<file path="src/rtl/onset_enumerator.sv">
`default_nettype none
// ============================================================================
// Module      : onset_enumerator
// Description : Sweeps every input vector of a combinational single-output
//               function and streams each on-set minterm over valid/ready,
//               counting the on-set size.
// Revision    : 1.0 - initial release
// ============================================================================
module onset_enumerator #(
    parameter int unsigned N_IN = 15
) (
    input  logic            clk,
    input  logic            rst,
    input  logic            start,
    output logic [N_IN-1:0] dut_x,
    input  logic            dut_y,
    output logic            m_valid,
    input  logic            m_ready,
    output logic [N_IN-1:0] m_data,
    output logic            busy,
    output logic            done,
    output logic [N_IN:0]   onset_count
);

    localparam logic [1:0] c_s_idle = 2'd0;
    localparam logic [1:0] c_s_scan = 2'd1;
    localparam logic [1:0] c_s_emit = 2'd2;
    localparam logic [1:0] c_s_done = 2'd3;

    logic [1:0]      r_state;
    logic [N_IN-1:0] r_cnt;
    logic [N_IN-1:0] r_m_data;
    logic [N_IN:0]   r_onset_count;

    logic [1:0]      w_state_nxt;
    logic [N_IN-1:0] w_cnt_nxt;
    logic [N_IN-1:0] w_m_data_nxt;
    logic [N_IN:0]   w_onset_count_nxt;
    logic            w_last;

    // The all-ones vector is the final one; the counter never wraps.
    assign w_last = &r_cnt;

    always_ff @(posedge clk or posedge rst) begin
        if (rst) begin
            r_state       <= c_s_idle;
            r_cnt         <= '0;
            r_m_data      <= '0;
            r_onset_count <= '0;
        end else begin
            r_state       <= w_state_nxt;
            r_cnt         <= w_cnt_nxt;
            r_m_data      <= w_m_data_nxt;
            r_onset_count <= w_onset_count_nxt;
        end
    end

    always_comb begin
        w_state_nxt       = r_state;
        w_cnt_nxt         = r_cnt;
        w_m_data_nxt      = r_m_data;
        w_onset_count_nxt = r_onset_count;
        case (r_state)
            c_s_idle, c_s_done: begin
                if (start) begin
                    w_cnt_nxt         = '0;
                    w_onset_count_nxt = '0;
                    w_state_nxt       = c_s_scan;
                end
            end
            c_s_scan: begin
                if (dut_y) begin
                    w_m_data_nxt = r_cnt;
                    w_state_nxt  = c_s_emit;
                end else if (w_last) begin
                    w_state_nxt = c_s_done;
                end else begin
                    w_cnt_nxt = r_cnt + N_IN'(1);
                end
            end
            c_s_emit: begin
                if (m_ready) begin
                    w_onset_count_nxt = r_onset_count + (N_IN+1)'(1);
                    if (w_last) begin
                        w_state_nxt = c_s_done;
                    end else begin
                        w_cnt_nxt   = r_cnt + N_IN'(1);
                        w_state_nxt = c_s_scan;
                    end
                end
            end
            default: w_state_nxt = c_s_idle;
        endcase
    end

    // Status and stream-valid are decoded directly from the state register.
    assign dut_x       = r_cnt;
    assign m_data      = r_m_data;
    assign m_valid     = (r_state == c_s_emit);
    assign busy        = (r_state == c_s_scan) || (r_state == c_s_emit);
    assign done        = (r_state == c_s_done);
    assign onset_count = r_onset_count;

endmodule
`default_nettype wire

</file>
<file path="config.mk">
export PLATFORM = sky130hd
export DESIGN_NAME = onset_enumerator
export DESIGN_NICKNAME = d
export VERILOG_FILES = /design/src/rtl/onset_enumerator.sv
export SDC_FILE = /design/constraint.sdc
export NUM_CORES = 1
export LEC_CHECK = 0
export ABC_AREA = 0
export BUFFER_PORTS_ARGS = -buffer_cell sky130_fd_sc_hd__buf_4
export CORE_MARGIN = 3
export CORE_UTILIZATION = 45
export CTS_CLUSTER_SIZE = 40
export DETAILED_ROUTE_END_ITERATION = 12
export GPL_TIMING_DRIVEN = 0
export PLACE_DENSITY_LB_ADDON = 0.08
export SLEW_MARGIN = 15
export SYNTH_ARGS = -nofsm -noshare
export SYNTH_HDL_FRONTEND = slang
export SYNTH_SLANG_ARGS = --single-unit
export TNS_END_PERCENT = 1
</file>
<file path="constraint.sdc">
create_clock -name clk -period 4.9 [get_ports clk]
set_clock_uncertainty 0.05 [all_clocks]
set_input_delay 0.98 -clock clk [delete_from_list [all_inputs] [get_ports clk]]
set_output_delay 0.98 -clock clk [all_outputs]
set_load 0.02 [all_outputs]
</file>
==> flow_metrics.tcl <==
set metrics [dict create \
    rsz0062_at_grt "false" \
    grt.overflow.total 0 \
    hold_violations 0 \
    grt_use_total_pct 20.05 \
    r2r_slack_ns 2.26 \
    drive_gt1_share_pct 24.69 \
    yosys.cell_types.count 46 \
    gp_congestion 0.8439 \
    cts_root_buf "clkbuf_8" \
    io_pins 54 \
    routedWlPerCell_um 15.76 \
    place_inst 383 \
    drc_errors 0 \
    cts_buffers 5 \
    fin_crit_sh_pct 53.91 \
    hpwlAfterDp_um 4518 \
    htree_levels 2 \
    hold_buffers 0 \
    p_leak_nw 1.459 \
    clk_latency_ns 0.30 \
    coreArea_mm2 0.005270 \
    start_util_pct 47.98 \
    maxCapViolCount 0 \
    synth_ff_type "dfrtp_1" \
    cp-end-kind "flip-flop" \
    timing.fmax_ghz 0.3786 \
    dieArea_mm2 0.006555 \
    required_ns 5.08 \
    num_rows 26 \
    postLayoutCoreUtil_pct 59.05 \
    holdWs_ns 0.4347 \
    avgSynthCellArea_um2 9.763 \
    dp_slack_ns 2.197 \
    grt_antenna_before_repair 0 \
    num-nets-final 330 \
    netlist.area_leader.share_pct 47.50 \
    die_y_um 80.96 \
    antenna_cells 0 \
    setup_viol 0 \
    p_switching_mw 0.6650 \
    first_pass_iters 4 \
    startpoint_type "flip-flop" \
    avgViaCountPerCell 5.764 \
    worstPathArrival_ns 2.82 \
    cts-resized-gates 0 \
    finalSetupTns_ns 0 \
    peakVddDrop_v 0.0003506 \
    post-route-min-period_ns 2.642 \
    tritoncts "yes" \
    grt_pass1_wl_um 10220 \
    grt_pass1_vias 2062 \
    ys_seq_area_share_pct 47.50 \
    post-cts-setup-buffers 0 \
    synth_edf_count 0 \
    cts.path.max_buffers 2 \
    sequentialPowerShare_pct 37.0 \
    ys_ff_latch 48 \
    synthCells 259 \
    synth_top_area_cell "dfrtp_1" \
    cts_sinks 48 \
    drt_wl_total_um 6148 \
    finalWorstSetupSlack_ns 2.258 \
    synth-async-reset-ratio_pct 100.0 \
    status "complete, no violations" \
    clk_pin_slew_worst_paths_ns 0.09 \
    power_frac_comb_pct 48.0 \
    power.switching_fraction_pct 43.99 \
    syn_area_mm2 0.002529 \
    ys_top_cells_by_area "dfrtp_1 (48%), mux2_2 (4.9%), nand2_1 (4.3%), o21ai_0 (3.4%), ha_1 (2.5%)" \
    powerDensity_mw_per_mm2 485.8 \
    cp_max_fo 10 \
    ys.warnings.count 0 \
    slew_violations 0 \
    layout_common_cells "buf_4 (53), dfrtp_1 (48), nand2_1 (29), o21ai_0 (17)" \
    num_vias 2248 \
    syn_to_final_growth_pct 23.06 \
    synth_nets 269 \
    hold_path.class "reg2reg" \
    relSlewSlack_pct 27.77 \
    final-instance-count-excl-fill 390 \
    ant_nets 0 \
    die_w_um 80.96 \
    internal_power_mw 0.8466 \
    tightestPinTransition_ns 1.073 \
    drt-initial-drc-count 119 \
    layout_commonest_cell "buf_4" \
    numPortBuffers 53 \
    clockPowerShare_pct 15.0 \
    path_class "reg2reg" \
    grt_max_degree 28 \
]
## through the flow
step	cell area, um^2	power [mW]
after CTS	3112	1.522
after global placement	3014	1.277
after global routing	3112	1.622
after detailed placement	3034	1.294
after floorplan	2529	1.028
final	3112	1.512
## worst max-delay path: stages, from the launching register on
cell	delay (ns)
dfrtp_1	0.40
inv_1	0.06
ha_1	0.39
nor2b_4	0.16
buf_6	0.12
or4_1	0.51
buf_2	0.19
or4_1	0.51
a21oi_1	0.16
## cell families (layout without fill, tap and decap cells)
logic type	after synthesis	in the layout	share of synthesized area [%]
compound gates	59	59	15.74
xor+xnor	2	2	0.6929
fa+ha+maj	5	5	2.474
buf+inv	26	87	4.354
flops	48	48	47.50
mux	16	16	6.878
simple gates	103	103	22.36
## routing by layer
metal  wire length, um  up-vias  share of wire, %  track usage [%]
li1                  -     1088                 -                -
met1              3020     1074                49            30.35
met2              2651       81                43            28.82
met3               410        5               6.7            4.435
met4                66        0               1.1            5.236
met5                 0        -                 0                0
## power by group through the flow
stage	registers, mW	clock network (mW)	logic [mW]
2_1_floorplan	0.631	0	0.397
3_3_place_gp	0.563	0	0.715
3_5_place_dp	0.566	0	0.728
4_1_cts	0.558	0.233	0.730
5_1_grt	0.574	0.249	0.799
6_report	0.559	0.226	0.726
## synthesized netlist by cell type, types with 2 or more instances
library cell / number
dfrtp_1: 48
nand2_1: 29
o21ai_0: 17
inv_1: 11
mux2_2: 11
clkbuf_1: 10
nand3_1: 10
nand4_1: 9
or3_1: 9
a21oi_1: 8
nor2_1: 8
a31oi_1: 6
and3_1: 5
ha_1: 5
mux2i_1: 5
nor3_1: 5
nor4_1: 5
o211ai_1: 5
o31ai_1: 5
or4_1: 5
and2_1: 4
and4_1: 4
buf_2: 4
nand2b_1: 4
a311o_1: 3
a2bb2oi_1: 2
a41oi_1: 2
nor2b_1: 2
## registers in the layout, summed over array words and instances, names as in the netlist
name         cells
onset_count     16
m_data          15
dut_x           15
r_state          2
## final cells by class
cell class | count | area (um^2)
Fill cell | 483 | 2158
Multi-Input combinational cell | 185 | 1217
Sequential cell | 48 | 1201
Timing Repair Buffer | 54 | 417.9
Tap cell | 70 | 87.58
Clock buffer | 6 | 72.57
Buffer | 15 | 68.82
Inverter | 11 | 41.29
Clock inverter | 1 | 5.005
## worst paths after layout
| kind | cells after the start | end | start |
|---|---|---|---|
| max | 8 | onset_count[13]$_DFFE_PP0P_ | r_state[0]$_DFFE_PP0P_ |
| min | 2 | m_data[5]$_DFFE_PP0N_ | m_data[5]$_DFFE_PP0N_ |
| min in group asynchronous | 2 | m_data[2]$_DFFE_PP0N_ | rst |
| min reg2reg | 2 | m_data[5]$_DFFE_PP0N_ | m_data[5]$_DFFE_PP0N_ |
| max reg2reg | 8 | onset_count[13]$_DFFE_PP0P_ | r_state[0]$_DFFE_PP0P_ |
| max in group asynchronous | 3 | dut_x[9]$_DFFE_PP0P_ | rst |
No activity file was read; power rests on OpenSTA's default activity.
